### src/rtl/mem_access_stage_pkg.sv
// Shared types and encodings for the MEM stage: access size/sign, error codes, FSM states,
// plus helpers for misalignment detection, byte enables and store-lane replication.
package mem_access_stage_pkg;

  typedef enum logic {
    S_IDLE = 1'b0,
    S_REQ  = 1'b1
  } state_e;

  localparam logic [1:0] SZ_BYTE = 2'b00;
  localparam logic [1:0] SZ_HALF = 2'b01;

  localparam logic [1:0] ERR_NONE     = 2'b00;
  localparam logic [1:0] ERR_MISALIGN = 2'b01;
  localparam logic [1:0] ERR_TIMEOUT  = 2'b10;

  typedef struct packed {
    logic        reg_write;
    logic        memto_reg;
    logic        mem_write;
    logic [2:0]  mem_op;
    logic [31:0] addr;
    logic [31:0] wdata;
    logic [4:0]  write_reg;
    logic        halt;
  } mem_op_t;

  typedef struct packed {
    logic        reg_write;
    logic        memto_reg;
    logic [31:0] read_data;
    logic [31:0] alu_result;
    logic [4:0]  write_reg;
    logic        halt;
    logic [1:0]  err;
  } mem_res_t;

  function automatic logic is_misaligned(input logic [2:0] op, input logic [1:0] a);
    case (op[1:0])
      SZ_BYTE: is_misaligned = 1'b0;
      SZ_HALF: is_misaligned = a[0];
      default: is_misaligned = (a != 2'b00);
    endcase
  endfunction

  function automatic logic [3:0] byte_en(input logic [2:0] op, input logic [1:0] a);
    case (op[1:0])
      SZ_BYTE: byte_en = 4'b0001 << a;
      SZ_HALF: byte_en = a[1] ? 4'b1100 : 4'b0011;
      default: byte_en = 4'b1111;
    endcase
  endfunction

  function automatic logic [31:0] lane_data(input logic [2:0] op, input logic [31:0] d);
    case (op[1:0])
      SZ_BYTE: lane_data = {4{d[7:0]}};
      SZ_HALF: lane_data = {2{d[15:0]}};
      default: lane_data = d;
    endcase
  endfunction

endpackage

### src/rtl/mem_load_align.sv
// Combinational load-data alignment: picks the addressed byte/half lane from a read word
// and sign- or zero-extends it; word accesses pass through untouched.
module mem_load_align
  import mem_access_stage_pkg::*;
(
  input  logic [31:0] rdata,
  input  logic [1:0]  addr_lo,
  input  logic [2:0]  mem_op,
  output logic [31:0] data
);

  logic [7:0]  byte_sel;
  logic [15:0] half_sel;

  always_comb begin
    byte_sel = rdata[7:0];
    case (addr_lo)
      2'b00:   byte_sel = rdata[7:0];
      2'b01:   byte_sel = rdata[15:8];
      2'b10:   byte_sel = rdata[23:16];
      default: byte_sel = rdata[31:24];
    endcase
    half_sel = addr_lo[1] ? rdata[31:16] : rdata[15:0];
  end

  always_comb begin
    case (mem_op[1:0])
      SZ_BYTE: data = mem_op[2] ? {24'b0, byte_sel} : {{24{byte_sel[7]}}, byte_sel};
      SZ_HALF: data = mem_op[2] ? {16'b0, half_sel} : {{16{half_sel[15]}}, half_sel};
      default: data = rdata;
    endcase
  end

endmodule

### src/rtl/mem_access_stage.sv
// MEM pipeline stage: issues one outstanding load/store over a req/ready handshake, stalls
// upstream while waiting, and registers aligned results (or error pulses) into MEM/WB.
module mem_access_stage
  import mem_access_stage_pkg::*;
#(
  parameter int ADDR_W  = 10,
  parameter int TIMEOUT = 16
) (
  input  logic              clk,
  input  logic              reset,
  input  logic              RegWriteIn,
  input  logic              MemtoRegIn,
  input  logic              MemWriteIn,
  input  logic [2:0]        MemOpIn,
  input  logic [31:0]       ALUResultIn,
  input  logic [4:0]        WriteRegIn,
  input  logic [31:0]       WriteDataIn,
  input  logic              HaltIn,
  output logic              dmem_req,
  output logic              dmem_we,
  output logic [ADDR_W-1:0] dmem_addr,
  output logic [3:0]        dmem_be,
  output logic [31:0]       dmem_wdata,
  input  logic              dmem_ready,
  input  logic [31:0]       dmem_rdata,
  output logic              Stall,
  output logic              RegWriteOut,
  output logic              MemtoRegOut,
  output logic [31:0]       ReadDataOut,
  output logic [31:0]       ALUResultOut,
  output logic [4:0]        WriteRegOut,
  output logic              HaltOut,
  output logic [1:0]        Err
);

  localparam int CNT_W = $clog2(TIMEOUT + 1);
  localparam logic [CNT_W-1:0] CNT_LAST = CNT_W'(TIMEOUT - 1);

  state_e           state_q, state_d;
  logic [CNT_W-1:0] cnt_q, cnt_d;
  mem_op_t          op_q, op_d;
  mem_res_t         res_q, res_d;

  mem_op_t     in_op;
  logic        in_memop;
  logic        in_misal;
  logic        timeout_hit;
  logic        stall_c;
  logic [31:0] load_data;

  assign in_op = '{reg_write: RegWriteIn, memto_reg: MemtoRegIn, mem_write: MemWriteIn,
                   mem_op: MemOpIn, addr: ALUResultIn, wdata: WriteDataIn,
                   write_reg: WriteRegIn, halt: HaltIn};
  assign in_memop    = MemtoRegIn | MemWriteIn;
  assign in_misal    = is_misaligned(MemOpIn, ALUResultIn[1:0]);
  // A completion arriving on the last allowed cycle wins over the abort.
  assign timeout_hit = (state_q == S_REQ) && !dmem_ready && (cnt_q == CNT_LAST);

  mem_load_align u_load_align (
    .rdata   (dmem_rdata),
    .addr_lo (op_q.addr[1:0]),
    .mem_op  (op_q.mem_op),
    .data    (load_data)
  );

  always_ff @(posedge clk) begin
    if (!reset) begin
      state_q <= S_IDLE;
      cnt_q   <= '0;
      op_q    <= '0;
      res_q   <= '0;
    end else begin
      state_q <= state_d;
      cnt_q   <= cnt_d;
      op_q    <= op_d;
      res_q   <= res_d;
    end
  end

  always_comb begin
    state_d = state_q;
    cnt_d   = cnt_q;
    op_d    = op_q;
    case (state_q)
      S_IDLE: begin
        if (in_memop && !in_misal) begin
          state_d = S_REQ;
          cnt_d   = '0;
          op_d    = in_op;
        end
      end
      S_REQ: begin
        if (dmem_ready || timeout_hit) state_d = S_IDLE;
        else                           cnt_d   = cnt_q + 1'b1;
      end
      default: state_d = S_IDLE;
    endcase
  end

  always_comb begin
    res_d   = '0;
    stall_c = 1'b0;
    case (state_q)
      S_IDLE: begin
        if (!in_memop) begin
          res_d = '{reg_write: RegWriteIn, memto_reg: MemtoRegIn, read_data: 32'b0,
                    alu_result: ALUResultIn, write_reg: WriteRegIn, halt: HaltIn,
                    err: ERR_NONE};
        end else if (in_misal) begin
          res_d = '{reg_write: 1'b0, memto_reg: 1'b0, read_data: 32'b0,
                    alu_result: ALUResultIn, write_reg: WriteRegIn, halt: HaltIn,
                    err: ERR_MISALIGN};
        end else begin
          stall_c = 1'b1;
        end
      end
      S_REQ: begin
        if (dmem_ready) begin
          res_d = '{reg_write: op_q.reg_write, memto_reg: op_q.memto_reg,
                    read_data: op_q.memto_reg ? load_data : 32'b0,
                    alu_result: op_q.addr, write_reg: op_q.write_reg, halt: op_q.halt,
                    err: ERR_NONE};
        end else if (timeout_hit) begin
          res_d = '{reg_write: 1'b0, memto_reg: 1'b0, read_data: 32'b0,
                    alu_result: op_q.addr, write_reg: op_q.write_reg, halt: op_q.halt,
                    err: ERR_TIMEOUT};
        end else begin
          stall_c = 1'b1;
        end
      end
      default: stall_c = 1'b0;
    endcase
  end

  assign Stall      = stall_c & reset;
  assign dmem_req   = (state_q == S_REQ);
  assign dmem_we    = op_q.mem_write;
  assign dmem_addr  = op_q.addr[ADDR_W+1:2];
  assign dmem_be    = byte_en(op_q.mem_op, op_q.addr[1:0]);
  assign dmem_wdata = lane_data(op_q.mem_op, op_q.wdata);

  assign RegWriteOut  = res_q.reg_write;
  assign MemtoRegOut  = res_q.memto_reg;
  assign ReadDataOut  = res_q.read_data;
  assign ALUResultOut = res_q.alu_result;
  assign WriteRegOut  = res_q.write_reg;
  assign HaltOut      = res_q.halt;
  assign Err          = res_q.err;

endmodule

### config.mk
export PLATFORM = sky130hd
export DESIGN_NAME = mem_access_stage
export DESIGN_NICKNAME = d
export VERILOG_FILES = /design/src/rtl/mem_access_stage_pkg.sv /design/src/rtl/mem_load_align.sv /design/src/rtl/mem_access_stage.sv
export SDC_FILE = /design/constraint.sdc
export NUM_CORES = 1
export LEC_CHECK = 0
export BUFFER_PORTS_ARGS = -buffer_cell sky130_fd_sc_hd__buf_4
export CAP_MARGIN = 25
export CORE_MARGIN = 8
export CORE_UTILIZATION = 50
export DETAILED_ROUTE_END_ITERATION = 10
export MAX_ROUTING_LAYER = met4
export PLACE_DENSITY_LB_ADDON = 0.25
export SLEW_MARGIN = 10
export SYNTH_ARGS = -nofsm -noshare
export SYNTH_HDL_FRONTEND = slang
export SYNTH_HIERARCHICAL = 1
export SYNTH_SLANG_ARGS = --single-unit
### constraint.sdc
create_clock -name clk -period 4.8 [get_ports clk]
set_clock_uncertainty 0.15 [all_clocks]
set_input_delay 1.44 -clock clk [delete_from_list [all_inputs] [get_ports clk]]
set_output_delay 1.44 -clock clk [all_outputs]
set_load 0.03 [all_outputs]
==> results_dict.tcl <==
set metrics [dict create \
    tightest_slew_ps 966 \
    clock_latency_on_the_worst_skew_pair_ps 420 \
    yosys_register_bits 156 \
    proportion_of_layout_cells_with_a_drive_suffix_above_1_pct 33.7 \
    critPathKind "primary input to primary output" \
    final_period_minus_worst_setup_slack_ps 4360 \
    timing.reg2reg.worst_path_depth 6 \
    synth.avg_cell_area_um2 9.48 \
    finalNonFillerCells 1098 \
    totalWireLength_um 19200 \
    total_switching_power_w 0.000942 \
    final-setup-viol-count 0 \
    power_density_over_the_cells_mw_per_mm2 384 \
    antenna_found_initial 0 \
    grt_start_max_net_pins 86 \
    cp-start-kind "primary input" \
    dr_total_vias 5845 \
    grt_setup_unrepaired "false" \
    p_int_w 0.00256 \
    areaGrowthSynthToFinish_pct 33.3 \
    wire_length_of_the_first_global_routing_pass_um 30400 \
    die_width_um 133 \
    drtPass1Iterations 9 \
    maxSlewHeadroom_pct 35.4 \
    synth_area_leaders "sky130_fd_sc_hd__dfxtp_1, sky130_fd_sc_hd__mux2i_1, sky130_fd_sc_hd__nand2_1" \
    mostFrequentLayoutCell "sky130_fd_sc_hd__buf_4" \
    synth_area_leader_cell "sky130_fd_sc_hd__dfxtp_1" \
    finalHoldViolations 0 \
    post_cts_hold_buffer_count 0 \
    post_cts_resize_count 0 \
    initial_drc_count 499 \
    placement.setup.worst_slack_ps 483 \
    critical_path.endpoint_type "primary output" \
    drc 1 \
    dpl_cell_area_mm2 0.00848 \
    max-clock-path-buffers 2 \
    max-cap-violations 0 \
    core_region_area_mm2 0.0133 \
    die_height_um 133 \
    tritoncts.num_buffers 17 \
    critical_path_required_ps 3210 \
    top_level_ports 234 \
    synth_enable_flop_cells 0 \
    power_frac_clock_pct 41.5 \
    port_buffers 233 \
    worst_slack_ps 442 \
    worst_ir_drop_on_vdd_uv 220 \
    globalRouteTotalUtil_pct 21.8 \
    htree_levels 4 \
    cts.root.buffer_cell "sky130_fd_sc_hd__clkbuf_16" \
    switching_part_of_the_total_power_pct 26.9 \
    cts.sink_count 156 \
    grt_pass1_vias 6054 \
    final_cell_mix "sky130_fd_sc_hd__buf_4, sky130_fd_sc_hd__nand2_1, sky130_fd_sc_hd__dfxtp_1, sky130_fd_sc_hd__mux2i_1, sky130_fd_sc_hd__a22o_1" \
    power.share.combinational_pct 18.3 \
    routed_wire_length_per_instance_um 17.5 \
    leakage_nw 4.03 \
    drtAntennaViolNets 0 \
    rows 42 \
    synth_nets 835 \
    dominant_register_cell_in_the_synthesized_netlist "sky130_fd_sc_hd__dfxtp_1" \
    antennaDiodeCount 0 \
    initial_core_util_pct 51.5 \
    seq_power_share_pct 40.3 \
    cp.arrival_ps 2770 \
    violations "DRC" \
    fmaxAchievable_mhz 229 \
    die-area_mm2 0.0177 \
    mapped_cells 722 \
    final_cell_area_mm2 0.00912 \
    netlist_area_mm2 0.00684 \
    grt_overflow 0 \
    seq_area_frac_synth_pct 45.6 \
    drv_slew 0 \
    yosys_warnings 6 \
    min_path_type "flop to flop" \
    finalNetCount 1022 \
    post_synth_num_cell_types 47 \
    final.period_utilization_pct 90.8 \
    place.detailed.hpwl_um 13700 \
    gpl.final_weighted_congestion 0.824 \
    asyncSetResetFlopFracSynth_pct 0 \
    postCtsSetupBuffers 0 \
    placed_cells_incl_taps 1066 \
    worstPathMaxFanout 7 \
    status "finished, violations left" \
    synth_top_area_share_pct 45.6 \
    detail_route.vias_per_cell 5.32 \
    hold-path-cell-count 2 \
    cts.reportedPaths.clkPinSlew_ps 60 \
    tns_ps 0 \
    tritoncts_clock_tree "done" \
]
==> power by group through the flow <==
stage	Clock [W]	Combinational (W)	Sequential [W]
finish	0.00145	0.000641	0.00141
global route	0.00154	0.000683	0.00142
CTS	0.00148	0.000644	0.00141
detailed placement	0	0.000640	0.00144
global placement	0	0.000626	0.00143
floorplan	0	0.000383	0.00148
==> critical path, stage by stage <==
cell,delay [ps]
sky130_fd_sc_hd__buf_4,130
sky130_fd_sc_hd__nor3b_1,480
sky130_fd_sc_hd__o32a_1,350
sky130_fd_sc_hd__and2_1,190
sky130_fd_sc_hd__buf_4,170
==> per-stage QoR <==
stage / total power, W / hold slack (ps) / util, %
detailed placement: 0.00208 / 298 / 63.7
floorplan: 0.00186 / 280 / -
finish: 0.00351 / 308 / 68.6
global route: 0.00364 / 330 / 68.6
CTS: 0.00354 / 308 / 68.6
global placement: 0.00206 / 289 / 63.7
==> registers in the layout, summed over array words and instances, names as in the netlist <==
| register | cells |
|---|---|
| RegWriteOut | 1 |
| dmem_we | 1 |
| dmem_addr | 10 |
| Err | 2 |
| op_q | 65 |
| WriteRegOut | 5 |
| cnt_q | 5 |
| ALUResultOut | 32 |
| HaltOut | 1 |
| ReadDataOut | 32 |
| dmem_req | 1 |
| MemtoRegOut | 1 |
==> synth_stat cells (all sizes together) (2+ instances only) <==
| library cell | instances |
|---|---|
| a21o | 2 |
| a21oi | 3 |
| a22o | 38 |
| a22oi | 9 |
| and2 | 34 |
| and3 | 2 |
| buf | 46 |
| clkbuf | 30 |
| dfxtp | 156 |
| ha | 2 |
| inv | 5 |
| mux2 | 18 |
| mux2i | 96 |
| nand2 | 190 |
| nand3 | 2 |
| nand4 | 3 |
| nor2 | 7 |
| nor2b | 9 |
| nor3 | 2 |
| nor3b | 2 |
| nor4b | 2 |
| o211ai | 17 |
| o21ai | 14 |
| o21ba | 2 |
| o21bai | 2 |
| o221ai | 8 |
| o22a | 7 |
| o22ai | 2 |
| or2 | 2 |
==> worst paths after layout <==
check | from | to | slack (ps)
setup reg to reg | op_q[71] | ReadDataOut[16] | 2110
hold reg to reg | op_q[56] | op_q[56] | 310
setup / recovery | dmem_ready | Stall | 440
hold / removal | op_q[56] | op_q[56] | 310
==> per-layer routing <==
layer,track usage (%),vias up,routed length [µm]
met4,7.26,0,356
li1,-,2839,-
met3,7.27,31,1490
met2,37.4,224,9700
met5,-,-,0
met1,23.2,2751,7660
==> cell families after synthesis <==
logic type | Yosys count | share of synthesized area (%)
AO/OA/AOI/OAI | 109 | 13.3
XOR/XNOR | 1 | 0.128
adder cells (fa/ha/maj) | 2 | 0.366
buffers and inverters | 82 | 7.04
flip-flops | 156 | 45.6
multiplexers | 114 | 17.0
AND/OR/NAND/NOR | 258 | 16.5
==> cell type report <==
cell class                 instances  area, µm²
clock buffer                      20        467
clock inverter                    12        181
fill                            1055       4170
inverter                           6       22.5
multi-input combinational        484       3260
sequential                       156       3120
tap                              176        220
timing repair buffer             244       1840
(Power assumes the default switching activity.)
